## config.mk

```make
export PLATFORM = sky130hd
export DESIGN_NAME = bit_permute_pipe
export DESIGN_NICKNAME = d
export VERILOG_FILES = /design/src/rtl/bit_permute_pkg.sv /design/src/rtl/bit_permute_pipe_stage.sv /design/src/rtl/bit_permute_pipe.sv
export SDC_FILE = /design/constraint.sdc
export NUM_CORES = 1
export LEC_CHECK = 0
export ABC_CLOCK_PERIOD_IN_PS = 1970
export BUFFER_PORTS_ARGS = -buffer_cell sky130_fd_sc_hd__buf_2
export CORE_MARGIN = 2
export CORE_UTILIZATION = 50
export DETAILED_ROUTE_END_ITERATION = 10
export MAX_ROUTING_LAYER = met4
export PLACE_DENSITY = 0.83
export SLEW_MARGIN = 25
export SYNTH_ARGS = -nofsm -noshare
export SYNTH_HDL_FRONTEND = slang
export SYNTH_HIERARCHICAL = 1
export SYNTH_SLANG_ARGS = --single-unit
```

## constraint.sdc

```tcl
create_clock -name clk -period 1.97 [get_ports clk]
set_clock_uncertainty 0.1 [all_clocks]
set_input_delay 0.2955 -clock clk [delete_from_list [all_inputs] [get_ports clk]]
set_output_delay 0.2955 -clock clk [all_outputs]
set_load 0.05 [all_outputs]
```

## src/rtl/bit_permute_pkg.sv

```systemverilog
// Shared types and bit-permutation helpers for the bit_permute_pipe block.
// Helpers work on a MAX_W-bit container; callers zero-extend and truncate to their own width.
package bit_permute_pkg;

    localparam int TAG_W = 4;
    localparam int MAX_W = 256;

    typedef enum logic [1:0] {
        BP_PASS  = 2'd0,
        BP_REV   = 2'd1,
        BP_GREV  = 2'd2,
        BP_GSWAP = 2'd3
    } bp_mode_e;

    function automatic logic bpIsPow2(input int v);
        return (v > 0) && ((v & (v - 1)) == 0);
    endfunction

    function automatic logic [MAX_W-1:0] bpReverse(input logic [MAX_W-1:0] d, input int width);
        logic [MAX_W-1:0] r;
        r = '0;
        for (int i = 0; i < MAX_W; i++) begin
            if (i < width) r[i] = d[width-1-i];
        end
        return r;
    endfunction

    function automatic logic [MAX_W-1:0] bpGroupReverse(input logic [MAX_W-1:0] d, input int width,
                                                        input int group);
        logic [MAX_W-1:0] r;
        r = '0;
        for (int i = 0; i < MAX_W; i++) begin
            if (i < width) r[i] = d[(i - (i % group)) + (group - 1 - (i % group))];
        end
        return r;
    endfunction

    function automatic logic [MAX_W-1:0] bpGroupSwap(input logic [MAX_W-1:0] d, input int width,
                                                     input int group);
        logic [MAX_W-1:0] r;
        r = '0;
        for (int i = 0; i < MAX_W; i++) begin
            if (i < width) r[i] = d[((width / group) - 1 - (i / group)) * group + (i % group)];
        end
        return r;
    endfunction

endpackage

```

## src/rtl/bit_permute_pipe_stage.sv

```systemverilog
// bp_stage: one valid/ready register slice that loads when empty or when its contents leave.
module bp_stage #(
    parameter int DW = 8
) (
    input  logic          clk,
    input  logic          rst_n,
    input  logic          in_valid,
    output logic          in_ready,
    input  logic [DW-1:0] in_data,
    output logic          out_valid,
    input  logic          out_ready,
    output logic [DW-1:0] out_data
);

    logic          r_valid;
    logic [DW-1:0] r_data;
    logic          w_load;

    // Holding rst_n low also blocks upstream handshakes through this slice.
    assign in_ready = rst_n && (!r_valid || out_ready);
    assign w_load   = in_valid && in_ready;

    always_ff @(posedge clk) begin
        if (!rst_n) begin
            r_valid <= 1'b0;
            r_data  <= '0;
        end else if (w_load) begin
            r_valid <= 1'b1;
            r_data  <= in_data;
        end else if (out_ready) begin
            r_valid <= 1'b0;
        end
    end

    assign out_valid = r_valid;
    assign out_data  = r_data;

endmodule

```

## src/rtl/bit_permute_pipe.sv

```systemverilog
// bit_permute_pipe: two-stage valid/ready pipe applying pass, reverse, group-reverse or group-swap.
// S1 registers the raw operand; the permutation sits between S1 and S2.
module bit_permute_pipe
    import bit_permute_pkg::*;
#(
    parameter int WIDTH = 64,
    parameter int GROUP = 8
) (
    input  logic             clk,
    input  logic             rst_n,
    input  logic             in_valid,
    output logic             in_ready,
    input  logic [WIDTH-1:0] in_data,
    input  logic [1:0]       in_mode,
    input  logic [TAG_W-1:0] in_tag,
    output logic             out_valid,
    input  logic             out_ready,
    output logic [WIDTH-1:0] out_data,
    output logic [TAG_W-1:0] out_tag,
    output logic [31:0]      done_count
);

    localparam int S1_W = WIDTH + 2 + TAG_W;
    localparam int S2_W = WIDTH + TAG_W;

    if (!bpIsPow2(WIDTH) || !bpIsPow2(GROUP) || (WIDTH % GROUP) != 0 || WIDTH < 8 ||
        GROUP > WIDTH || WIDTH > MAX_W) begin : g_badParams
        $error("bit_permute_pipe: WIDTH and GROUP must be powers of two with GROUP dividing WIDTH");
    end

    logic             w_s1Valid;
    logic             w_s2InReady;
    logic [S1_W-1:0]  w_s1Bus;
    logic [WIDTH-1:0] w_s1Data;
    bp_mode_e         w_s1Mode;
    logic [TAG_W-1:0] w_s1Tag;
    logic [MAX_W-1:0] w_s1DataExt;
    logic [WIDTH-1:0] w_perm;
    logic [S2_W-1:0]  w_s2Bus;
    logic             w_outFire;
    logic [31:0]      w_countNext;
    logic [31:0]      r_doneCount;

    bp_stage #(.DW(S1_W)) u_stage1 (
        .clk      (clk),
        .rst_n    (rst_n),
        .in_valid (in_valid),
        .in_ready (in_ready),
        .in_data  ({in_tag, in_mode, in_data}),
        .out_valid(w_s1Valid),
        .out_ready(w_s2InReady),
        .out_data (w_s1Bus)
    );

    assign w_s1Data    = w_s1Bus[WIDTH-1:0];
    assign w_s1Mode    = bp_mode_e'(w_s1Bus[WIDTH +: 2]);
    assign w_s1Tag     = w_s1Bus[S1_W-1 -: TAG_W];
    assign w_s1DataExt = MAX_W'(w_s1Data);

    always_comb begin
        w_perm = w_s1Data;
        case (w_s1Mode)
            BP_REV:   w_perm = WIDTH'(bpReverse(w_s1DataExt, WIDTH));
            BP_GREV:  w_perm = WIDTH'(bpGroupReverse(w_s1DataExt, WIDTH, GROUP));
            BP_GSWAP: w_perm = WIDTH'(bpGroupSwap(w_s1DataExt, WIDTH, GROUP));
            default:  w_perm = w_s1Data;
        endcase
    end

    bp_stage #(.DW(S2_W)) u_stage2 (
        .clk      (clk),
        .rst_n    (rst_n),
        .in_valid (w_s1Valid),
        .in_ready (w_s2InReady),
        .in_data  ({w_s1Tag, w_perm}),
        .out_valid(out_valid),
        .out_ready(out_ready),
        .out_data (w_s2Bus)
    );

    assign out_data = w_s2Bus[WIDTH-1:0];
    assign out_tag  = w_s2Bus[S2_W-1 -: TAG_W];

    // The counter is rewritten every cycle so it always tracks its own current value.
    assign w_outFire   = out_valid && out_ready;
    assign w_countNext = (w_outFire && (r_doneCount != 32'hFFFF_FFFF)) ? r_doneCount + 32'd1
                                                                       : r_doneCount;

    always_ff @(posedge clk) begin
        if (!rst_n) begin
            r_doneCount <= '0;
        end else begin
            r_doneCount <= w_countNext;
        end
    end

    assign done_count = r_doneCount;

endmodule
```

=== Word level (Yosys, flattened, before mapping) ===
Index checks and enable logic that the tools add are counted.

* Flip-flop bits (word level): 172
* Input port bits: 74
* Output and inout port bits: 102

* Add/subtract/negate cells: 1
* Equality and inequality tests: 4
* Muxes and demuxes: 5
* Reductions and logical operators: 12

{| class="wikitable"
|+ Operators with widths
! operator !! number
|-
| case mux 64 bit (3 select lines) || 1
|-
| adder 32 x 1 -> 32 bit, second input constant || 1
|-
| != test 32 bit, second input constant || 1
|-
| logical AND 1 bit || 6
|-
| == test 2 bit, second input constant || 2
|-
| two-way mux 1 bit || 4
|-
| nonzero test 2 bit || 2
|-
| == test 2 x 1 -> 1 bit, second input constant || 1
|-
| logical NOT 1 bit || 2
|-
| logical OR 1 bit || 2
|}

=== Depth between registers and ports, before layout ===
Gate-level depths: netlist of the first run.

* Depth in word-level cells: 7
* Depth in mapped cells: 8

=== By module ===
The synthesis of the first run kept the hierarchy.

{| class="wikitable"
|+ By module, submodules not included
! module !! times used !! cells an instance !! area an instance (um2) !! seq. area each (um2)
|-
| bit_permute_pipe || 1 || 274 || 3211.8 || 640.6
|-
| bp_stage (u_stage1) || 1 || 310 || 2921.6 || 1421.4
|-
| bp_stage (u_stage2) || 1 || 301 || 2736.4 || 1381.3
|}

=== Worst setup path after synthesis of the first run ===
OpenSTA, ideal clock, no wires.

* Path kind: register -> register
* Start: reg r_doneCount[0], in the netlist done_count[0]
* End: reg r_doneCount[16], in the netlist done_count[16]
* Library setup time: 0.128 ns
* Arrival time: 2.288 ns
* Data required time: 1.742 ns
* Slack: -0.546 ns
* Cell stages (with the launch flop): 8
* Path buffers: 1
* Cell sequence: dfxtp_1 ha_1 nand4_1 or3_1 clkbuf_1 a2111oi_0 xnor2_1 nor2_1

* Word-level cells in the longest chain between the ends: 2

{| class="wikitable"
|+ RTL lines
! what !! line !! text
|-
| start: declaration || bit_permute_pipe.sv:42 || <nowiki>logic [31:0] r_doneCount;</nowiki>
|-
| start signal: assignment || bit_permute_pipe.sv:93 || <nowiki>r_doneCount <= w_countNext;</nowiki>
|-
| branches (longest 2 deep; another with adder 32 x 1 -> 32 bit) || -- ||
|}

Several ways; the timed one is not identified.
A chain may end at the register's enable or synchronous reset.

=== Worst setup path after layout of the first run ===
* Start: reg r_doneCount[11], in the netlist done_count[11]
* End: reg r_doneCount[24], in the netlist done_count[24]

Same word-level chain as after synthesis.

==> flow_summary_export.csv, run 1 <==
group,metric,value,unit
status,status,"finished, final reports clean",
final_layout,stdcell_area,11100,um2
critical_path,path_delay_family,"simple AND/OR/NAND/NOR gates",
placement,dp.final_hpwl,15700,um
sta,final_hold_viol_count,0,
hold_path,min_path_type,"in -> reg",
critical_path,worstSetupPathType,"reg -> reg",
placement,place_area,10300,um2
critical_path,worstReg2RegEnd,"done_count[24]",
sta,hold-worst-slack,13.2,ps
power,seq_power_share,45.7,%
hold_path,hold_depth,3,
sta,worst_slew_pin_slew,458,ps
sta,drv_slew,0,
drt,routedLengthMet1,9700,um
critical_path,startpoint_type,"flop",
critical_path,critical_path.cell_chain,"nand4_4 -> or4_4 -> buf_4 -> nor4_4 -> xnor2_1 -> nor2_1",
drt,viasPerCell,5.44,
power,internal_power,5.98,mW
critical_path,rrSetupSlack,20,ps
yosys,syn_nets,960,
power,p_switching,2.27,mW
floorplanning,initial_core_util,51.3,%
yosys,synthAdderAreaFrac,0.141,%
cts,root_buffer,"clkbuf_16",
critical_path,crit_path_end_kind,"flop",
cts,h-tree-depth,4,
floorplanning,die_x,137,um
global_routing,grt_max_degree,105,
final_layout,syn_to_final_growth,25.4,%
placement,pre_cts_ws,-45.6,ps
yosys,synth_xor_area_share,1.78,%
power,power,8.24,mW
sta,fin_crit,1950,ps
placement,place_congestion,0.873,
cts,clockBufferDepth,2,
power,switching_share,27.5,%
yosys,yosysWarnings,6,
critical_path,reg2reg_depth,6,
sta,finalCritPeriodShare,99.0,%
drt,drc,0,
power,p_per_area,741,nW/um2
global_routing,grt_pass1_vias,6821,
final_layout,layout-drive-gt1-share,37.0,%
critical_path,regToRegStartpoint,"done_count[11]",
cts,cts_tree,"done",
floorplanning,fp.coreArea,17300,um2
drt,wl,22300,um
critical_path,crit_buf_inv,1,
sta,final-setup-viol-count,0,
drt,postRouteAntennaNets,0,
yosys,muxShareOfSynthArea,33.2,%
drt,drtIter0Drc,537,
placement,portBuffers,175,
drt,wl_met3,1480,um
drt,wl_per_cell,16.8,um
critical_path,path_depth,6,
critical_path,cp_max_fo,5,
power,power_frac_clock,39.3,%
yosys,avgSynthCellArea,10.0,um2
critical_path,slowest_stage,"or4_4",
drt,met2_length,10400,um
drt,top_layer,"met4",
cts,cts.clk_slew.worst_paths,70,ps
critical_path,cp_data_arrival_time,2170,ps
floorplanning,die-area,18800,um2
yosys,synthesis.area,8870,um2
power,leakagePower,4.65,nW
global_routing,grt_pass1_wl,34200,um
critical_path,slowest_delay,560,ps
drt,vias,7204,
power,p_comb_share,15.0,%
critical_path,cp_data_required_time,2190,ps
yosys,synth_top_family_by_area,"multiplexers",
drt,drt_pass1_iterations,5,
floorplanning,io_pins,176,
floorplanning,die_y,137,um
yosys,yosysSeqAreaShare,38.8,%
sta,fin_ws,19.5,ps
yosys,ys_ff_latch,172,
run,drv_cap,0,
yosys,syn_inst,885,
power,peakVddDrop,0.000654,V
floorplanning,fp-row-count,48,
final_layout,final_nets,1161,
global_routing,antenna_found_initial,1,
yosys,synth_compound_area_share,2.10,%
final_layout,fillerInstances,1331,
yosys,synth_cell_types,42,
global_routing,track_usage,23.8,%
cts,cts.sinks,172,
sta,maxSlewHeadroom,69.4,%
sta,rsz0062_at_grt,"true",
final_layout,final_core_util,64.3,%
hold_path,whs_endpoint,"u_stage1/out_data[66]",
cts,clock_latency,430,ps
sta,max_freq,0.513,GHz
global_routing,grt-ovfl-total,0,
yosys,synth-simple-area-share,18.6,%
hold_path,hold_start,"in_tag[0]",
cts,cts_buffers,17,
cells in the final DEF (no fill, tap or decap), types with 4 or more instances in the layout:
cell / count
a211oi_1: 6
a211oi_2: 5
buf_12: 8
buf_2: 173
buf_4: 60
clkbuf_16: 17
dfxtp_1: 138
dfxtp_2: 12
dfxtp_4: 22
dlygate4sd3_1: 8
inv_1: 5
mux2i_1: 150
mux4_2: 64
nand2_1: 299
nand2b_1: 12
nand3_1: 6
nand4_1: 11
nor2_1: 22
nor4_4: 4
xnor2_1: 18
layout make-up:
type / instances / area (um2) / share of cell area [%]
inverter: 6 / 22.5 / 0.203
antenna: 1 / 2.50 / 0.0225
multi-input combinational: 637 / 5110 / 46.0
clock buffer: 20 / 457 / 4.11
clock inverter: 12 / 113 / 1.01
timing repair buffer: 252 / 1590 / 14.3
sequential: 172 / 3540 / 31.8
tap: 225 / 282 / 2.53
sequential cells by signal, indices dropped and copies added (netlist names):
| name | cells |
|---|---|
| done_count | 32 |
| u_stage1/out_data | 70 |
| u_stage1/out_valid | 1 |
| u_stage2/out_data | 68 |
| u_stage2/out_valid | 1 |
synthesized netlist by cell type:
| cell type | count | share of area (%) |
|---|---|---|
| clkbuf_2 | 1 | 0.056 |
| xnor2_1 | 18 | 1.8 |
| nor2_1 | 22 | 0.93 |
| inv_1 | 5 | 0.21 |
| a21boi_0 | 2 | 0.17 |
| nand2b_4 | 2 | 0.31 |
| mux2i_1 | 150 | 17 |
| nor2b_1 | 1 | 0.071 |
| and4_1 | 3 | 0.30 |
| and2_1 | 2 | 0.14 |
| nor3_1 | 2 | 0.11 |
| and4b_1 | 1 | 0.11 |
| nand3_1 | 8 | 0.45 |
| dfxtp_1 | 172 | 39 |
| buf_2 | 25 | 1.4 |
| nor4_4 | 1 | 0.24 |
| a2111oi_2 | 2 | 0.34 |
| a211oi_1 | 7 | 0.59 |
| or2_4 | 1 | 0.099 |
| mux4_2 | 64 | 16 |
| and2_4 | 2 | 0.20 |
| a2111oi_0 | 2 | 0.20 |
| a31oi_1 | 1 | 0.071 |
| nor4b_2 | 2 | 0.34 |
| nand4_1 | 11 | 0.78 |
| clkinv_1 | 1 | 0.042 |
| or3_1 | 1 | 0.071 |
| and2_2 | 1 | 0.085 |
| nand2_1 | 302 | 13 |
| and3_1 | 1 | 0.071 |
| o21ai_0 | 1 | 0.056 |
| nand2b_1 | 12 | 0.85 |
| clkbuf_1 | 25 | 1.1 |
| nor4_1 | 5 | 0.35 |
| or4_1 | 2 | 0.17 |
| buf_1 | 7 | 0.30 |
| a21oi_1 | 2 | 0.11 |
| nand4_2 | 1 | 0.14 |
| buf_6 | 4 | 0.51 |
| ha_1 | 1 | 0.14 |
| buf_12 | 8 | 1.8 |
| a211oi_2 | 4 | 0.56 |
stage by stage:
| step | setup TNS, ps | instances |
|---|---|---|
| after detailed placement | -180 | 1272 |
| after global routing | -187 | 1325 |
| final | 0 | 1325 |
| after global placement | -77.0 | 1272 |
| after floorplan | -823 | 885 |
| after CTS | -11.9 | 1321 |
power groups by stage:
stage	Clock, mW	Sequential (mW)	Combinational, mW
floorplan	0	3.96	0.790
global placement	0	3.81	1.19
finish	3.24	3.76	1.23
detailed placement	0	3.83	1.21
global route	3.42	3.78	1.32
CTS	3.31	3.76	1.23
worst max-delay path by stage:
stage	start	to
floorplan	done_count[8]	done_count[27]
global placement	done_count[0]	done_count[28]
detailed placement	done_count[0]	done_count[24]
CTS	done_count[0]	done_count[27]
global route	done_count[11]	done_count[28]
finish	done_count[11]	done_count[24]
tightest hold or removal path, cell delays in order:
cell and delay, ps:
buf_2 90, nand2_1 40, mux2i_1 60
cells by family after synthesis:
| logic type | count (synthesis) |
|---|---|
| AO/OA/AOI/OAI | 21 |
| XOR/XNOR | 18 |
| adder cells (fa/ha/maj) | 1 |
| buffers and inverters | 76 |
| flip-flops | 172 |
| multiplexers | 214 |
| AND/OR/NAND/NOR | 383 |
layer usage:
metal  vias to the layer above  global-route usage, %
met5                         -                      -
met4                         0                   9.79
met3                        49                   3.86
met2                       272                   35.4
met1                      3406                   32.6
li1                       3477                      -
timing repair:
item | 4_1_cts | 5_1_grt
buffers inserted | 9 | 5
hold buffers | 8 | 0
cloned | 0 | 0
pin swaps | 3 | 7
hold endpoints to repair | 8 | 0
gates resized for setup | 6 | 15
endpoints found under the setup margin | 11 | 18
(Power assumes the default switching activity.)
==> run 2, diff against run 1 <==
--- a/config.mk
+++ b/config.mk
@@ -10,4 +10,5 @@
 export CORE_MARGIN = 2
 export CORE_UTILIZATION = 50
+export CTS_CLUSTER_DIAMETER = 80
 export DETAILED_ROUTE_END_ITERATION = 10
 export MAX_ROUTING_LAYER = met4
==> constraint.sdc (replaced) <==
create_clock -name clk -period 1.97 [get_ports clk]
set_clock_uncertainty 0.1 [all_clocks]
set_input_delay 0.0985 -clock clk [delete_from_list [all_inputs] [get_ports clk]]
set_output_delay 0.0985 -clock clk [all_outputs]
set_load 0.05 [all_outputs]
==> run 2 against run 1 <==
Compared with the run above: the run now ends with setup timing left; critical path type unchanged; core utilization is 3.8 points higher; via count is 8.8% higher; worst hold slack improved by 91 ps; combinational power grew 9.8%; setup slack got worse by 90 ps; global-route usage rose by 3.6 points; critical path depth unchanged; register-to-register slack got worse by 90 ps; sequential cell count is the same; sequential share of layout area decreased by 1.8 points; first-iteration DRC count grew 64%.
==> flow_summary_export.csv, run 2 (synthesis results as in run 1) <==
group,metric,value,unit
drt,wl,25800,um
cts,root_buffer,"clkbuf_16",
final_layout,final_nets,1221,
power,leakagePower,4.91,nW
power,power,8.48,mW
sta,final_hold_viol_count,0,
global_routing,gr-usage-met3,4.86,%
placement,portBuffers,175,
sta,finalCritPeriodShare,104,%
floorplanning,die_x,137,um
floorplanning,fp.coreArea,17300,um2
sta,maxSlewHeadroom,60.9,%
final_layout,final_common_cell,"nand2_1",
final_layout,largest_reg_flops,70,
floorplanning,io_pins,176,
final_layout,fin_cells,1385,
critical_path,critical_path.cell_chain,"nand4_1 -> nor4_4 -> buf_2 -> a211oi_1 -> xnor2_1 -> nor2_1",
global_routing,grt_pass1_vias,7323,
global_routing,use_met2,42.1,%
critical_path,cp_data_required_time,2170,ps
global_routing,globalRouteMet1Util,36.1,%
status,status,"complete, but fails checks",
drt,vias,7839,
cts,clock_latency,430,ps
sta,rsz0062_at_grt,"true",
global_routing,grt-ovfl-total,0,
sta,final-setup-viol-count,6,
critical_path,worstSetupPathType,"reg -> reg",
placement,dp.final_hpwl,15800,um
floorplanning,die_y,137,um
critical_path,crit_path_end_kind,"flop",
critical_path,startpoint_type,"flop",
status,failed_checks,"setup timing",
global_routing,antenna_found_initial,1,
final_layout,final_cell_mix,"301 x nand2_1, 175 x buf_2, 150 x mux2i_1",
power,p_per_area,720,nW/um2
global_routing,track_usage,27.5,%
drt,drtIter0Drc,878,
final_layout,layout-drive-gt1-share,35.0,%
final_layout,stdcell_area,11800,um2
critical_path,path_delay_family,"simple AND/OR/NAND/NOR gates",
cts,cts_buffers,17,
global_routing,grt.busiest_layer,"met2",
sta,fin_ws,-70.8,ps
floorplanning,die-area,18800,um2
cts,cts.clk_slew.worst_paths,70,ps
cts,h-tree-depth,4,
floorplanning,initial_core_util,51.3,%
placement,place_area,10200,um2
global_routing,grt_max_degree,116,
cts,cts.sinks,172,
power,peakVddDrop,0.000648,V
critical_path,crit_buf_inv,1,
critical_path,slowest_stage,"nor4_4",
sta,drv_slew,0,
sta,max_freq,0.490,GHz
sta,fin_crit,2040,ps
cts,cts_tree,"done",
final_layout,syn_to_final_growth,32.8,%
critical_path,cp_max_fo,5,
final_layout,fillerInstances,1219,
placement,place_congestion,0.878,
drt,postRouteAntennaNets,0,
hold_path,min_path_type,"in -> reg",
critical_path,cp_data_arrival_time,2240,ps
placement,numPlacedInstances,1266,
sta,worst_slew_pin_slew,583,ps
cts,clockBufferDepth,2,
critical_path,slowest_delay,460,ps
floorplanning,fp-row-count,48,
run,drv_cap,0,
drt,drt_pass1_iterations,5,
drt,viasPerCell,5.66,
global_routing,grt_pass1_wl,38700,um
drt,wl_per_cell,18.6,um
drt,drc,0,
## run 2: report_power, final
| part | internal (mW) | leakage (nW) | switching (mW) | total (mW) |
|---|---|---|---|---|
| clock | 1.78 | 0.286 | 1.56 | 3.34 |
| combinational | 0.629 | 3.20 | 0.725 | 1.35 |
| sequential | 3.60 | 1.43 | 0.184 | 3.78 |
| total | 6.01 | 4.91 | 2.47 | 8.48 |
## run 2: worst register-to-register path: stages, from the launching register on
cell and delay (ps):
dfxtp_2 390, nand4_1 260, nor4_4 460, buf_2 310
a211oi_1 120, xnor2_1 200, nor2_1 70
## run 2: final cells by class
type,count,area (um2),area share [%]
Clock buffer,19,464,3.94
Clock inverter,13,123,1.04
Antenna cell,1,2.50,0.0212
Sequential cell,172,3540,30.1
Timing Repair Buffer,312,2210,18.7
Tap cell,225,282,2.39
Multi-Input combinational cell,637,5140,43.6
Inverter,6,22.5,0.191
## run 2: worst paths after layout
kind	start	cells after the start	to	slack (ps)
hold / removal	rst_n	4	done_count[27]	100
hold reg to reg	u_stage2/out_data[41]	2	u_stage2/out_data[41]	350
setup reg to reg	done_count[28]	6	done_count[9]	-70
setup / recovery	done_count[28]	6	done_count[9]	-70
## run 2: repair_timing
action | CTS | global route
endpoints found under the hold margin | 72 | 0
setup buffers | 4 | 10
setup endpoints to repair | 17 | 27
pin swaps | 2 | 12
resized for setup | 7 | 18
hold buffers | 72 | 0
cloned | 0 | 1
## run 2: through the flow
step           utilization, %  hold slack (ps)  setup WS [ps]  setup TNS (ps)
6_report                 68.1              105          -70.8            -128
4_1_cts                  67.1             76.9          -27.3           -48.7
3_3_place_gp             59.2              245          -72.3            -188
5_1_grt                  68.1              119           -156           -1400
3_5_place_dp             59.2              254           -102            -520
2_1_floorplan               -              137          -99.2            -823
## run 2: metal layers
metal  vias up  routed length, um
met5         -                  0
met1      3730              10700
met3        88               1960
li1       3603                  -
met2       418              12200
met4         0               1020
==> run 3, diff against run 2 <==
ABC_CLOCK_PERIOD_IN_PS = 2500   (was 1970)
CORE_UTILIZATION = 55   (was 50)
PLACE_DENSITY = 0.87   (was 0.83)
clock period = 2.5 ns   (was 1.97 ns; I/O delays follow)
==> run 3 against run 2 <==
Compared with the run above: largest power group unchanged; via count shrank 3.5%; critical path depth stayed put; highest routed layer unchanged; the run now ends clean; final area fell by 5.7%; sequential power shrank 21%; core utilization up 2.0 points; count of clock-buffer cells in the layout decreased by 2; critical endpoint is now done_count[18].
==> flow_summary_export.csv, run 3 (synthesis results as in run 1) <==
group,metric,value,unit
status,status,"finished, final reports clean",
critical_path,cp_data_arrival_time,2520,ps
sta,final-setup-viol-count,0,
power,power,6.72,mW
sta,drv_slew,0,
cts,post-cts-setup-buffers,0,
floorplanning,fp-row-count,46,
floorplanning,die_y,131,um
sta,tns,0,ps
global_routing,grt_max_degree,122,
final_layout,antenna-diode-count,0,
power,p_per_area,605,nW/um2
global_routing,grt_pass1_vias,7099,
final_layout,syn_to_final_growth,25.2,%
drt,viasPerCell,5.69,
final_layout,largest_reg_flops,70,
drt,drtIter0Drc,723,
global_routing,track_usage,29.2,%
floorplanning,die_x,131,um
final_layout,final_common_cell,"nand2_1",
placement,portBuffers,175,
floorplanning,io_pins,176,
global_routing,grt_pass1_wl,37300,um
critical_path,startpoint_type,"flop",
critical_path,cp_max_fo,9,
cts,h-tree-depth,4,
floorplanning,initial_core_util,56.0,%
hold_path,min_path_type,"in -> reg",
drt,vias,7565,
floorplanning,fp.coreArea,15800,um2
power,leakagePower,4.61,nW
final_layout,fillerInstances,1087,
critical_path,worstSetupPathType,"reg -> reg",
final_layout,final_nets,1176,
global_routing,grt-ovfl-total,0,
run,drv_cap,0,
power,peakVddDrop,0.000540,V
cts,cts.clk_slew.worst_paths,60,ps
final_layout,final_core_util,70.2,%
sta,max_freq,0.431,GHz
cts,cts_buffers,17,
sta,fin_crit,2320,ps
cts,root_buffer,"clkbuf_16",
floorplanning,die-area,17200,um2
drt,drt_pass1_iterations,5,
sta,finalCritPeriodShare,92.7,%
placement,dp.final_hpwl,14900,um
critical_path,cp_data_required_time,2700,ps
drt,drc,0,
critical_path,crit_path_end_kind,"flop",
sta,maxSlewHeadroom,51.1,%
drt,postRouteAntennaNets,0,
drt,wl_per_cell,18.2,um
drt,wl,24200,um
cts,clock_latency,440,ps
cts,cts.sinks,172,
final_layout,final_cell_mix,"302 x nand2_1, 174 x buf_2, 166 x dfxtp_1",
global_routing,antenna_found_initial,0,
final_layout,regArea,3450,um2
cts,clockBufferDepth,2,
sta,worst_slew_pin_slew,733,ps
sta,final_hold_viol_count,0,
final_layout,layout-drive-gt1-share,28.2,%
placement,place_congestion,0.861,
sta,rsz0062_at_grt,"false",
cts,cts_tree,"done",
final_layout,multi_input_area,4950,um2
[run 3: stage by stage]
| step | instance area (um2) | instances | worst slack, ps | hold WS, ps |
|---|---|---|---|---|
| after floorplan | 8870 | 885 | 16.0 | 164 |
| after global placement | 9800 | 1226 | 285 | 268 |
| after detailed placement | 9800 | 1226 | 180 | 279 |
| after CTS | 11100 | 1330 | 172 | 46.3 |
| after global routing | 11100 | 1330 | 40.4 | 70.0 |
| final | 11100 | 1330 | 181 | 58.0 |
[run 3: repair_timing]
| action | 4_1_cts | 5_1_grt |
|---|---|---|
| hold buffers | 72 | 0 |
| hold endpoints to repair | 72 | 0 |
| gates resized for setup | 0 | 0 |
[run 3: power by group]
group          leakage (nW)  total [mW]  internal (mW)  switching [mW]
clock network         0.277        2.67           1.49            1.18
registers              1.40        3.00           2.86           0.142
logic                  2.93        1.05          0.479           0.568
total                  4.61        6.72           4.82            1.89
[run 3: final timing paths]
path                           endpoint  depth (start not counted)                  start  slack [ps]
hold / removal            done_count[1]                          3                  rst_n          60
setup / recovery         done_count[18]                          6          done_count[0]         180
setup reg to reg         done_count[18]                          6          done_count[0]         180
hold reg to reg   u_stage2/out_data[22]                          2  u_stage2/out_data[22]         360
[run 3: layout make-up]
class                           instances  area share (%)
Sequential cell                       172            31.1
Multi-Input combinational cell        637            44.6
Tap cell                              216            2.43
Clock inverter                         15            1.45
Clock buffer                           17            3.83
Inverter                                6           0.203
Timing Repair Buffer                  267            16.4
[run 3: critical path: stages (launching register included)]
cell       delay [ps]
dfxtp_2           370
ha_1              220
nand4_1           150
or3_1             550
a2111oi_0         540
xnor2_1           180
nor2_1             60
[run 3: layer usage]
| layer | wire length, um | vias up | track usage, % |
|---|---|---|---|
| met5 | 0 | - | - |
| met3 | 1990 | 75 | 6.96 |
| li1 | - | 3507 | - |
| met4 | 862 | 0 | 13.0 |
| met2 | 11200 | 367 | 43.1 |
| met1 | 10200 | 3616 | 38.5 |
